<file path="src/rtl/dmem_port_arbiter.sv">
// Arbitrates the single-port data memory between the CPU MEM stage (fixed priority)
// and a debug valid/ready port. Optional debug lock ownership: define DMEM_ARB_LOCK_EN.
module dmem_port_arbiter #(
   parameter int MAX_WAIT = 4,
   parameter int LOCK_MAX = 16
) (
   input  logic        clk,
   input  logic        rst_n,
   input  logic        cpu_req,
   input  logic        cpu_we,
   input  logic [4:0]  cpu_addr,
   input  logic [31:0] cpu_wdata,
   output logic        cpu_stall,
   output logic        cpu_rvalid,
   output logic [31:0] cpu_rdata,
   input  logic        dbg_valid,
   input  logic        dbg_we,
   input  logic [4:0]  dbg_addr,
   input  logic [31:0] dbg_wdata,
   input  logic        dbg_lock,
   output logic        dbg_ready,
   output logic        dbg_rvalid,
   output logic [31:0] dbg_rdata,
   output logic        mem_we,
   output logic [4:0]  mem_addr,
   output logic [31:0] mem_wdata,
   input  logic [31:0] mem_rdata
);

   typedef enum logic [1:0] {
      OWN_NONE,
      OWN_CPU,
      OWN_DBG
   } owner_t;

   localparam logic [3:0] MAX_WAIT_C = 4'(MAX_WAIT);

   owner_t     owner_q, owner_d;
   logic [3:0] wait_cnt, wait_d;
   logic       cpu_grant, dbg_grant;
   logic       lock_active;

`ifdef DMEM_ARB_LOCK_EN
   localparam int LW = $clog2(LOCK_MAX + 1);
   localparam logic [LW-1:0] LOCK_MAX_C = LW'(LOCK_MAX);

   logic          lock_q, lock_d;
   logic [LW-1:0] lock_cnt, lock_cnt_d;

   // Lock ownership lapses the moment the debug side stops asking for it.
   assign lock_active = lock_q & dbg_valid & dbg_lock;

   always_ff @(posedge clk or negedge rst_n) begin
      if (!rst_n) begin
         lock_q   <= 1'b0;
         lock_cnt <= '0;
      end else begin
         lock_q   <= lock_d;
         lock_cnt <= lock_cnt_d;
      end
   end
`else
   // dbg_lock and LOCK_MAX only matter when the lock feature is built in.
   logic [32:0] unused_lock;
   assign unused_lock = {dbg_lock, 32'(LOCK_MAX)};
   assign lock_active = 1'b0;
`endif

   // Grants are forced off during reset so every output reads 0 while rst_n is low.
   always_comb begin
      dbg_grant = 1'b0;
      cpu_grant = 1'b0;
      if (rst_n) begin
         dbg_grant = dbg_valid & (~cpu_req | lock_active | (wait_cnt == MAX_WAIT_C));
         cpu_grant = cpu_req & ~dbg_grant;
      end
   end

   assign cpu_stall = cpu_req & ~cpu_grant & rst_n;
   assign dbg_ready = dbg_grant;

   always_comb begin
      mem_we    = 1'b0;
      mem_addr  = 5'd0;
      mem_wdata = 32'd0;
      if (dbg_grant) begin
         mem_we    = dbg_we;
         mem_addr  = dbg_addr;
         mem_wdata = dbg_wdata;
      end else if (cpu_grant) begin
         mem_we    = cpu_we;
         mem_addr  = cpu_addr;
         mem_wdata = cpu_wdata;
      end
   end

   assign cpu_rvalid = (owner_q == OWN_CPU);
   assign dbg_rvalid = (owner_q == OWN_DBG);
   assign cpu_rdata  = cpu_rvalid ? mem_rdata : 32'd0;
   assign dbg_rdata  = dbg_rvalid ? mem_rdata : 32'd0;

   // Next-state: read ownership, starvation counter and (optionally) the lock.
   always_comb begin
      owner_d = OWN_NONE;
      wait_d  = wait_cnt;
      if (cpu_grant && !cpu_we) begin
         owner_d = OWN_CPU;
      end else if (dbg_grant && !dbg_we) begin
         owner_d = OWN_DBG;
      end

      if (dbg_grant) begin
         wait_d = 4'd0;
      end else if (dbg_valid && (wait_cnt != MAX_WAIT_C)) begin
         wait_d = wait_cnt + 4'd1;
      end

`ifdef DMEM_ARB_LOCK_EN
      lock_d     = lock_q;
      lock_cnt_d = lock_cnt;
      if (dbg_grant && dbg_lock) begin
         if ((lock_cnt + LW'(1)) == LOCK_MAX_C) begin
            lock_d     = 1'b0;
            lock_cnt_d = '0;
         end else begin
            lock_d     = 1'b1;
            lock_cnt_d = lock_cnt + LW'(1);
         end
      end else if (lock_q) begin
         lock_d     = 1'b0;
         lock_cnt_d = '0;
         wait_d     = 4'd0;
      end
`endif
   end

   always_ff @(posedge clk or negedge rst_n) begin
      if (!rst_n) begin
         owner_q  <= OWN_NONE;
         wait_cnt <= 4'd0;
      end else begin
         owner_q  <= owner_d;
         wait_cnt <= wait_d;
      end
   end

   // A pending debug request must stay up and unchanged until it is accepted.
   dbg_hold_a: assert property (@(posedge clk) disable iff (!rst_n)
      (dbg_valid && !dbg_ready) |=> (dbg_valid && $stable({dbg_we, dbg_addr, dbg_wdata})));

endmodule

</file>
<file path="config.mk">
export PLATFORM = sky130hd
export DESIGN_NAME = dmem_port_arbiter
export DESIGN_NICKNAME = d
export VERILOG_FILES = /design/src/rtl/dmem_port_arbiter.sv
export SDC_FILE = /design/constraint.sdc
export NUM_CORES = 1
export LEC_CHECK = 0
export CORE_AREA = 2 2 86 88
export CTS_BUF_LIST = sky130_fd_sc_hd__clkbuf_8
export DETAILED_ROUTE_END_ITERATION = 10
export DIE_AREA = 0 0 88 90
export PLACE_DENSITY = 0.74
export SETUP_SLACK_MARGIN = 0.3
export SLEW_MARGIN = 20
export SYNTH_ARGS = -nofsm -noshare
export SYNTH_HDL_FRONTEND = slang
export SYNTH_SLANG_ARGS = --single-unit
</file>
<file path="constraint.sdc">
create_clock -name clk -period 1.7 [get_ports clk]
set_input_delay 0.17 -clock clk [delete_from_list [all_inputs] [get_ports clk]]
set_output_delay 0.17 -clock clk [all_outputs]
set_load 0.02 [all_outputs]
</file>
==> results.json <==
{
  "vias": 2308,
  "std_cell_rows": 31,
  "remaining_drc_errors": 0,
  "max_stage_delay_ps": 380,
  "crit_end": "mem_wdata[6]",
  "cts_tree": "yes",
  "syn_inst": 154,
  "dieArea_mm2": 0.00792,
  "antenna_found_initial": 0,
  "ir_drop_mv": 0.278,
  "fp.dieH_um": 90,
  "clock_skew_ps": 4.49,
  "fmax_mhz": 496,
  "place_inst": 474,
  "status": "finished with violations",
  "r2r_end": "owner_q[0]",
  "start_util_pct": 17.0,
  "overflow": 0,
  "start_kind": "register",
  "root_buffer": "clkbuf_8",
  "postCtsHoldBufs": 0,
  "fillers": 529,
  "rsz0062_at_grt": "yes",
  "setup_tns_ps": -10950,
  "startpoint": "wait_cnt[0]",
  "placed_cell_area_mm2": 0.00392,
  "critPathKind": "register to primary output",
  "cts_max_level": 1,
  "crit_path_end_kind": "primary output",
  "postLayoutCoreUtil_pct": 70.2,
  "slew-limit-headroom_pct": 87.6,
  "area_delta_synth_final_pct": 312,
  "viasPerCell": 4.40,
  "grt_first_pass_wirelength_um": 11500,
  "hold_viol_final": 0,
  "setup_viol": 40,
  "synth_fp_nets": 269,
  "yosysSeqAreaShare_pct": 12.6,
  "holdWs_ps": 291,
  "antenna_cells": 0,
  "slowest_stage": "dfrtp_1",
  "track_usage_pct": 18.2,
  "ys_types": 24,
  "drtIter0Drc": 50,
  "required_ps": 1530,
  "firstDrtPassIters": 4,
  "portBuffers": 217,
  "fin_crit_ps": 2020,
  "wl_um": 8390,
  "violations": "setup timing",
  "dp_slack_ps": -486,
  "die_w_um": 88,
  "power_mw": 2.33,
  "final_cell_mix": "buf_6 (134), clkdlybuf4s50_1 (111), and2_4 (64)",
  "ys_ff_latch": 6,
  "crit_chain": "inv_2 > ha_4 > and3b_2 > a21oi_4 > buf_12 > buf_8 > buf_12 > a22o_4 > buf_6",
  "numCtsBuffers": 3,
  "synth_area_mm2": 0.00119,
  "grt_pass1_vias": 2375,
  "leakagePower_nw": 2.34,
  "dp_hpwl_um": 5620,
  "period_share_pct": 119,
  "clkTransAtPathRegs_ps": 40,
  "worstMarginPinSlew_ps": 185,
  "grt_max_degree": 18,
  "nets": 543,
  "worst-path-max-fanout": 6,
  "clkSinkCount": 6,
  "met3WireLength_um": 832,
  "ys_warn_count": 0,
  "path_common_cell": "buf_12",
  "m1WireLength_um": 2530,
  "regToRegStartpoint": "wait_cnt[0]",
  "r2r_slack_ps": 0,
  "core_mm2": 0.00702,
  "setup_ws_ps": -317,
  "drv_slew": 0,
  "cp_data_arrival_time_ps": 1850,
  "fin_area_mm2": 0.00493,
  "power.density_mw_per_mm2": 474,
  "layout_commonest_cell": "buf_6",
  "ioPinCount": 219,
  "cts_buffer_depth": 2,
  "layoutNonFillerInstCount": 525,
  "drive_above_1_share_pct": 67.1,
  "hold_path_class": "primary input to async pin",
  "r2r_cells": 10,
  "maxCapViolCount": 0,
  "top_layer": "met4",
  "routed-wl-met2_um": 4930,
  "wl_per_cell_um": 16.0,
  "place_congestion": 0.741,
  "detail-route-antenna-nets": 0,
  "clock_latency_ps": 220,
  "avgSynthCellArea_um2": 7.76
}
sequential cells by signal, indices dropped and copies added, names as in the netlist:
signal / cells
wait_cnt: 4
owner_q: 2
power breakdown:
group / switching [mW] / total [mW] / internal, mW
combinational: 0.725 / 1.90 / 1.18
sequential: 0.0322 / 0.218 / 0.186
clock: 0.0601 / 0.212 / 0.152
how the worst min path moves through the flow:
stage	cells past startpoint	startpoint	slack (ps)	endpoint
after CTS	2	rst_n	290	wait_cnt[3]
final	2	rst_n	290	wait_cnt[3]
after global placement	2	rst_n	520	wait_cnt[3]
after detailed placement	2	rst_n	530	wait_cnt[3]
after floorplan	0	rst_n	-130	owner_q[0]
after global routing	2	rst_n	320	wait_cnt[3]
synthesized netlist by cell type (all sizes together):
master | instances | share of area, %
nand3 | 3 | 1.3
nand2 | 2 | 0.63
and3b | 1 | 0.73
and2 | 64 | 34
nor3 | 1 | 0.42
nand3b | 1 | 0.94
and2b | 1 | 0.63
dfrtp | 6 | 13
ha | 2 | 2.1
buf | 9 | 6.6
a22o | 38 | 28
and3 | 1 | 0.52
nor2b | 5 | 2.6
clkbuf | 6 | 1.9
a21oi | 5 | 3.4
a21o | 1 | 0.63
a32o | 2 | 1.7
o21ai | 2 | 0.84
inv | 2 | 0.63
nor2 | 2 | 0.63
logic make-up (layout without fill, tap and decap cells):
| group | after synthesis | count (layout) | share of synthesized area, % |
|---|---|---|---|
| flops | 6 | 6 | 12.6 |
| compound gates | 48 | 48 | 34.3 |
| simple gates | 81 | 81 | 41.9 |
| buf+inv | 17 | 289 | 9.11 |
| fa+ha+maj | 2 | 2 | 2.09 |
repair_timing:
| action | CTS | global route |
|---|---|---|
| setup buffers | 23 | 10 |
| gates resized for setup | 678 | 64 |
| gates cloned | 10 | 5 |
| pin swaps | 28 | 25 |
| setup endpoints to repair | 107 | 110 |
metal layers:
metal  vias up  GRT usage, %
li1       1095             -
met1      1060          15.7
met2       145          38.3
met3         8          4.96
met4         0          4.87
met5         -             0
critical path: cells and delay by family (launching register included):
| kind | cells | cell delay (ps) |
|---|---|---|
| and+or+nand+nor | 1 | 210 |
| AOI/OAI and AO/OA | 2 | 300 |
| buffers and inverters | 5 | 590 |
| adders and majority gates | 1 | 140 |
| DFF | 1 | 380 |
layout make-up:
type | count | area (um^2) | share of cell area [%]
Sequential cell | 6 | 150 | 3.05
Timing Repair Buffer | 284 | 3150 | 63.9
Clock buffer | 3 | 41.3 | 0.838
Tap cell | 99 | 124 | 2.51
Inverter | 2 | 7.51 | 0.152
Multi-Input combinational cell | 131 | 1460 | 29.5
(Power assumes the default switching activity.)
